**src/rtl/miriscv_gpr_wb.sv**
```systemverilog
// miriscv_gpr_wb: writeback unit for the single GPR write port.
// Merges the single-cycle ALU path and the variable-latency LSU/MDU path into
// at most one register write per cycle; LSU results wait in a small FIFO.
// Optional scoreboard of pending destinations: define MIRISCV_WB_SCOREBOARD_EN.
//
// Handshake (LSU side): a result transfers on a rising edge when
// lsu_valid_i && lsu_ready_o. lsu_ready_o depends only on the FIFO count
// (not on a same-cycle pop), and a transfer offered during flush_i is dropped.
module miriscv_gpr_wb #(
  parameter int XLEN       = 32,
  parameter int GPR_ADDR_W = 5,
  parameter int LQ_DEPTH   = 2
) (
  input  logic                        clk_i,
  input  logic                        rst_i,
  input  logic                        alu_valid_i,
  input  logic [GPR_ADDR_W-1:0]       alu_addr_i,
  input  logic [XLEN-1:0]             alu_data_i,
  input  logic                        lsu_valid_i,
  output logic                        lsu_ready_o,
  input  logic [GPR_ADDR_W-1:0]       lsu_addr_i,
  input  logic [XLEN-1:0]             lsu_data_i,
  input  logic                        issue_en_i,
  input  logic [GPR_ADDR_W-1:0]       issue_addr_i,
  input  logic                        flush_i,
  output logic [(1<<GPR_ADDR_W)-1:0]  busy_o,
  output logic                        gpr_wr_en_o,
  output logic [GPR_ADDR_W-1:0]       gpr_wr_addr_o,
  output logic [XLEN-1:0]             gpr_wr_data_o
);

  localparam int NUM_WORDS = 1 << GPR_ADDR_W;
  localparam int PTR_W     = $clog2(LQ_DEPTH);
  localparam int CNT_W     = PTR_W + 1;

  // LSU result FIFO state
  logic [GPR_ADDR_W-1:0] lq_addr_q [LQ_DEPTH];
  logic [GPR_ADDR_W-1:0] lq_addr_d [LQ_DEPTH];
  logic [XLEN-1:0]       lq_data_q [LQ_DEPTH];
  logic [XLEN-1:0]       lq_data_d [LQ_DEPTH];
  logic [PTR_W-1:0]      rd_ptr_q, rd_ptr_d;
  logic [PTR_W-1:0]      wr_ptr_q, wr_ptr_d;
  logic [CNT_W-1:0]      count_q, count_d;

  // Registered write port
  logic                  wr_en_q, wr_en_d;
  logic [GPR_ADDR_W-1:0] wr_addr_q, wr_addr_d;
  logic [XLEN-1:0]       wr_data_q, wr_data_d;

  // Arbiter results
  logic                  lq_empty;
  logic                  lq_push;
  logic                  lq_pop;
  logic                  sel_alu;
  logic                  sel_valid;
  logic [GPR_ADDR_W-1:0] sel_addr;
  logic [XLEN-1:0]       sel_data;

  // Fixed-priority arbitration: flush, then ALU, then FIFO head
  always_comb begin
    lq_empty    = (count_q == '0);
    lsu_ready_o = (count_q != CNT_W'(LQ_DEPTH));
    lq_push     = lsu_valid_i && lsu_ready_o && !flush_i;
    sel_alu     = !flush_i && alu_valid_i;
    lq_pop      = !flush_i && !alu_valid_i && !lq_empty;
    sel_valid   = sel_alu || lq_pop;
    sel_addr    = sel_alu ? alu_addr_i : lq_addr_q[rd_ptr_q];
    sel_data    = sel_alu ? alu_data_i : lq_data_q[rd_ptr_q];
  end

  // Next state of the FIFO: pointers wrap naturally since depth is a power of two
  always_comb begin
    lq_addr_d = lq_addr_q;
    lq_data_d = lq_data_q;
    rd_ptr_d  = rd_ptr_q;
    wr_ptr_d  = wr_ptr_q;
    count_d   = count_q;
    if (flush_i) begin
      rd_ptr_d = '0;
      wr_ptr_d = '0;
      count_d  = '0;
    end else begin
      if (lq_push) begin
        lq_addr_d[wr_ptr_q] = lsu_addr_i;
        lq_data_d[wr_ptr_q] = lsu_data_i;
        wr_ptr_d            = wr_ptr_q + PTR_W'(1);
      end
      if (lq_pop) begin
        rd_ptr_d = rd_ptr_q + PTR_W'(1);
      end
      case ({lq_push, lq_pop})
        2'b10:   count_d = count_q + CNT_W'(1);
        2'b01:   count_d = count_q - CNT_W'(1);
        default: count_d = count_q;
      endcase
    end
  end

  // Next write-port value: x0 is consumed silently, addr/data hold when idle
  always_comb begin
    wr_en_d   = sel_valid && (sel_addr != '0);
    wr_addr_d = wr_addr_q;
    wr_data_d = wr_data_q;
    if (wr_en_d) begin
      wr_addr_d = sel_addr;
      wr_data_d = sel_data;
    end
  end

  // FIFO and write-port registers
  always_ff @(posedge clk_i) begin
    if (rst_i) begin
      for (int i = 0; i < LQ_DEPTH; i++) begin
        lq_addr_q[i] <= '0;
        lq_data_q[i] <= '0;
      end
      rd_ptr_q  <= '0;
      wr_ptr_q  <= '0;
      count_q   <= '0;
      wr_en_q   <= 1'b0;
      wr_addr_q <= '0;
      wr_data_q <= '0;
    end else begin
      lq_addr_q <= lq_addr_d;
      lq_data_q <= lq_data_d;
      rd_ptr_q  <= rd_ptr_d;
      wr_ptr_q  <= wr_ptr_d;
      count_q   <= count_d;
      wr_en_q   <= wr_en_d;
      wr_addr_q <= wr_addr_d;
      wr_data_q <= wr_data_d;
    end
  end

  assign gpr_wr_en_o   = wr_en_q;
  assign gpr_wr_addr_o = wr_addr_q;
  assign gpr_wr_data_o = wr_data_q;

`ifdef MIRISCV_WB_SCOREBOARD_EN
  logic [NUM_WORDS-1:0] busy_q, busy_d;

  // Scoreboard: writeback clears, issue sets (set wins), flush clears all
  always_comb begin
    busy_d = busy_q;
    if (sel_valid) begin
      busy_d[sel_addr] = 1'b0;
    end
    if (issue_en_i) begin
      busy_d[issue_addr_i] = 1'b1;
    end
    busy_d[0] = 1'b0;
    if (flush_i) begin
      busy_d = '0;
    end
  end

  // Scoreboard register
  always_ff @(posedge clk_i) begin
    if (rst_i) begin
      busy_q <= '0;
    end else begin
      busy_q <= busy_d;
    end
  end

  assign busy_o = busy_q;
`else
  logic unused_issue;
  assign unused_issue = ^{issue_en_i, issue_addr_i};
  assign busy_o       = {NUM_WORDS{1'b0}};
`endif

endmodule

```
**config.mk**
```make
export PLATFORM = sky130hd
export DESIGN_NAME = miriscv_gpr_wb
export DESIGN_NICKNAME = d
export VERILOG_FILES = /design/src/rtl/miriscv_gpr_wb.sv
export SDC_FILE = /design/constraint.sdc
export NUM_CORES = 1
export LEC_CHECK = 0
export ABC_AREA = 1
export BUFFER_PORTS_ARGS = -buffer_cell sky130_fd_sc_hd__buf_2
export CAP_MARGIN = 5
export CORE_MARGIN = 2
export CORE_UTILIZATION = 56
export CTS_CLUSTER_DIAMETER = 150
export DETAILED_ROUTE_END_ITERATION = 6
export PLACE_DENSITY = 0.91
export SLEW_MARGIN = 25
export SYNTH_ARGS = -nofsm -noshare
export SYNTH_HDL_FRONTEND = slang
export SYNTH_SLANG_ARGS = --single-unit
```
**constraint.sdc**
```tcl
create_clock -name clk_i -period 2.6 [get_ports clk_i]
set_input_delay 0.65 -clock clk_i [delete_from_list [all_inputs] [get_ports clk_i]]
set_output_delay 0.65 -clock clk_i [all_outputs]
set_load 0.1 [all_outputs]
```
After elaboration in Yosys (flattened, before gate mapping)
Cells that the tools add are included.
{"block": "word_totals", "word_cells": 54, "output_inout_bits": 71, "ff_bits": 116, "inputBits": 85}
{"block": "classes", "order_cmp": 3, "addsub": 4, "n_eq_ne": 3, "n_bitwise": 3, "muxes": 15, "n_reduce_logical": 16}
{"operator": "$mux W32", "n": 5}
{"operator": "$bwmux W64", "n": 1}
{"operator": "$demux W32 S1", "n": 1}
{"operator": "$mux W5", "n": 5}
{"operator": "$bwmux W10", "n": 1}
{"operator": "$logic_and A1 B1 Y1", "n": 7}
{"operator": "$demux W5 S1", "n": 1}
{"operator": "$reduce_bool A5 Y1", "n": 1}
{"operator": "$ge A2 B2 Y1 const B", "n": 2}
{"operator": "$not A1 Y2", "n": 2}
{"operator": "$pmux W2 S2", "n": 1}
{"operator": "$logic_not A1 Y1", "n": 3}
{"operator": "$add A1 B1 Y1 const B", "n": 2}
{"operator": "$add A2 B1 Y2 const B", "n": 1}
{"operator": "$eq A2 B1 Y1 const B", "n": 1}
{"operator": "$eq A2 B2 Y1 const B", "n": 1}
{"operator": "$logic_not A2 Y1", "n": 1}
{"operator": "$lt A2 B1 Y1 const B", "n": 1}
{"operator": "$ne A2 B2 Y1 const B", "n": 1}
{"operator": "$reduce_and A2 Y1", "n": 1}
{"operator": "$reduce_bool A2 Y1", "n": 1}
{"operator": "$reduce_or A2 Y1", "n": 1}
{"operator": "$sub A2 B1 Y2 const B", "n": 1}
{"operator": "$logic_or A1 B1 Y1", "n": 1}
{"operator": "$not A1 Y1", "n": 1}

Depth between registers and ports, before layout
{"block": "logic_depth", "depth_word": 7, "depth_mapped": 12, "mapped_depth_nobuf": 11}

Worst setup path after synthesis
No wires, ideal clock.
{"block": "synth_path", "path_type": "flip-flop to flip-flop", "from": "register count_q[0]", "to": "register count_q[1]", "n_path_buf": 0, "setup_time_ps": 115, "path_stages_with_launch": 10, "arrival_ps": 1674, "period_less_slack_ps": 1789, "required_ps": 2485, "slack_ps": 811, "cell_sequence": "dfxtp_1 > inv_2 > nand2_2 > nand2_1 > ha_1 > inv_1 > nand2_1 > nor2_1 > xnor2_1 > nor2_1"}
{"block": "synth_via", "elab_chain_len": 5, "word_cells_on_any_way": 12, "cone_classes": "add/sub: 2; eq/ne: 3; mux: 1; reduce/logical: 6"}
{"item": "from (decl)", "line_no": "43", "text": "logic [CNT_W-1:0] count_q, count_d;"}
{"item": "from (signal assigned)", "line_no": "128", "text": "count_q <= count_d;"}
{"item": "$ne A2 B2 Y1 (*)", "line_no": "62", "text": "lsu_ready_o = (count_q != CNT_W'(LQ_DEPTH));"}
{"item": "via lsu_ready_o", "line_no": "20", "text": "output logic lsu_ready_o,"}
{"item": "$logic_and A1 B1 Y1 (*) (2 in series)", "line_no": "63", "text": "lq_push = lsu_valid_i && lsu_ready_o && !flush_i;"}
{"item": "$eq A2 B1 Y1 or $eq A2 B2 Y1 (tied branches)", "line_no": "91", "text": "case ({lq_push, lq_pop})"}
{"item": "$pmux W2 S2 or $reduce_bool A2 Y1 (tied branches)"}
Mark *: on every way through the listed nets, which the timed path passes. The rest lies on a longest branch.
A chain may end at the register's enable or synchronous reset.

Worst setup path in the final report
{"block": "layout_path", "from": "register count_q[0]", "to": "output port lsu_ready_o"}
{"block": "layout_via", "elab_chain_len": 1}
{"item": "$ne A2 B2 Y1", "line_no": "62"}
{"item": "to (decl)", "line_no": "20"}
Every way passes these cells.

==> results by group <==
Pwr
  – Max VDD drop: ~0.45 mV
  – Power density over cell area: ~850 nW/um2
  – Power Total: between 5 and 6 mW
  – Leakage: a little under 3 nW

Job
  – MaxCap Viol Count: 0

Synth
  – YS warnings: 0
  – Synth Cell Area: 5310 um2
  – Post-synthesis sequential area ratio: 0.437
  – Post-Synthesis Cells: ~750
  – Synth unique cells: 24
  – Synthesized flop and latch total: ~120
  – Avg Cell Area, Syn: around 7.1 um2

Floorplan
  – Die Width: ~100 um
  – Ports: roughly 160
  – Starting Density: 0.575
  – Core Rows: 35
  – Die area: roughly 10000 um2
  – Core area: just over 9000 um2
  – Chip height: just over 100 um

Finish
  – Nets@finish: approximately 930
  – Synthesis-to-finish area growth: 20.2%
  – Reg area: around 2300 um2
  – Most common cell after layout, fill and taps aside: nor2_1
  – Share of layout cells above drive strength 1: 0.205
  – Fillers: ~810
  – Commonest non-fill, non-tap cells in the layout: nor2_1 (154), buf_2 (117), dfxtp_1 (115)
  – # diodes: 0
  – Multi-input gate area: 2360 um2

Timing
  – RSZ-0062 raised after global routing: false
  – Relative slew slack: 0.496
  – Final worst slack: around 470 ps
  – Max Clock Skew: between 9 and 10 ps
  – FMAX: around 470 MHz
  – Hold WS: around 340 ps
  – Final Hold Viols: 0
  – Setup TNS: 0 ps
  – Final min period: between 2000 and 2500 ps
  – Worst-margin pin slew: 755 ps
  – Setup-failing EPs final: 0
  – Fin. max-slew vios: 0
  – Final worst-path cycle share: 0.817

Critical path
  – Worst path max stage delay: between 400 and 500 ps
  – WP buf/inv: 2
  – Sequence of cells on the critical path: inv_2 > nand2_2 > buf_2
  – Crit Path Max Fanout: 5
  – Critical path type: reg2out
  – R2R depth: 9
  – WP depth: 3
  – Startpoint Class: flop
  – Reg2Reg Setup Slack: ~800 ps
  – Endpoint type of the worst setup path: primary output
  – CP arrival: 1480 ps
  – Slowest cell on crit path: buf_2
  – Crit path max-delay family: buffers and inverters
  – Critical Path RT: around 2000 ps

Placement
  – DP Worst Slack: ~320 ps
  – DP HPWL: 7940 um
  – Input/output buffers: between 100 and 150
  – Routability congestion estimate: around 0.79

CTS
  – # Post-CTS Setup Buffers: 0
  – CTS sink cnt: approximately 120
  – Post-CTS Resized: 0
  – H-tree depth: 4
  – Clk buf depth: 2
  – Root Driver: clkbuf_8
  – Skew-Pair Late Insertion Delay: 490 ps
  – Hold buffer count at cts: 0
  – Clk pin slew, worst setup/hold paths: about 60 ps
  – CTS tree: yes
  – Num CTS Buffers: 17

Detailed routing
  – Final wirelength: around 12000 um
  – DRT iter0 DRCs: just over 200
  – First-pass detailed-route iteration total: 5
  – Drt via density: approximately 5.0
  – DR WL/cell: 12.4 um
  – # DRC: 0
  – DR vias: a little under 5000
  – DRT antenna net count: 0

Global routing
  – Gr ovfl total: 0
  – Initial antenna violation count: 1
  – Global-route wire length before repair: ~20000 um
  – GRT Util Overall: 0.244
  – Largest net degree at the start of global routing: 67
  – Vias in the first global route: between 4000 and 5000

Min path
  – Hold Path Stages: 2
  – Hold Crit Class: in2reg

Run status
  – Outcome: finished clean
==> cell usage after synthesis (all sizes together) <==
cell type	number	area, um2
o21ai	108	541
nor2	157	599
a21oi	40	200
xnor2	1	8.76
buf	60	442
o211ai	32	240
ha	1	12.5
dfxtp	116	2320
conb	1	3.75
nand2	102	400
clkbuf	23	86.3
o21bai	2	18.8
or2	1	6.26
nand3	40	200
inv	62	233
==> worst paths after layout <==
kind                       endpoint         start
setup / recovery        lsu_ready_o    count_q[0]
hold / removal          gpr_wr_en_o         rst_i
setup reg to reg  gpr_wr_data_o[20]      rd_ptr_q
hold reg to reg        lq_addr_q[7]  lq_addr_q[7]
==> cells by family (layout without fill, tap and decap cells) <==
logic type / Yosys count / count (layout) / share of synthesized area
AOI/OAI and AO/OA: 182 / 182 / 0.188
xor gates and xnor gates: 1 / 1 / 0.00165
adders and majority gates: 1 / 1 / 0.00235
buffers and inverters: 145 / 222 / 0.143
DFF: 116 / 116 / 0.437
other: 1 / 32 / 0.000706
and+or+nand+nor: 300 / 300 / 0.227
==> metrics by stage <==
step | instance area, um2 | instances | utilization
final | 6390 | 983 | 0.691
after global routing | 6390 | 983 | 0.691
after floorplan | 5430 | 777 | -
after detailed placement | 5760 | 951 | 0.623
after global placement | 5760 | 951 | 0.623
after CTS | 6390 | 983 | 0.691
==> where the power goes <==
part           leakage (nW)  total, mW  switching [mW]  internal [mW]
logic                  1.73       1.07           0.859          0.210
clock network         0.298       2.44           0.848           1.59
registers             0.950       1.92          0.0387           1.88
==> layer usage <==
layer  vias up  global-route usage  share of wire
met4         2              0.0946          0.012
li1       2539                   -              -
met5         -                   0         0.0011
met3        12              0.0531          0.065
met2       179               0.425           0.51
met1      2186               0.295           0.41
==> cell type report <==
| type | count | area share |
|---|---|---|
| clock buffers | 18 | 0.0670 |
| clock inverters | 14 | 0.0313 |
| multi-input cells | 516 | 0.370 |
| inverters | 62 | 0.0364 |
| well taps | 129 | 0.0253 |
| repair buffers | 128 | 0.107 |
| flip-flops and latches | 116 | 0.364 |
==> state kept, by name, indices dropped and copies added (netlist names) <==
name	flops
gpr_wr_data_o	32
gpr_wr_addr_o	5
wr_ptr_q	1
lq_data_q	64
count_q	2
gpr_wr_en_o	1
lq_addr_q	10
rd_ptr_q	1
Note: power is estimated with default switching activity, not from simulation.
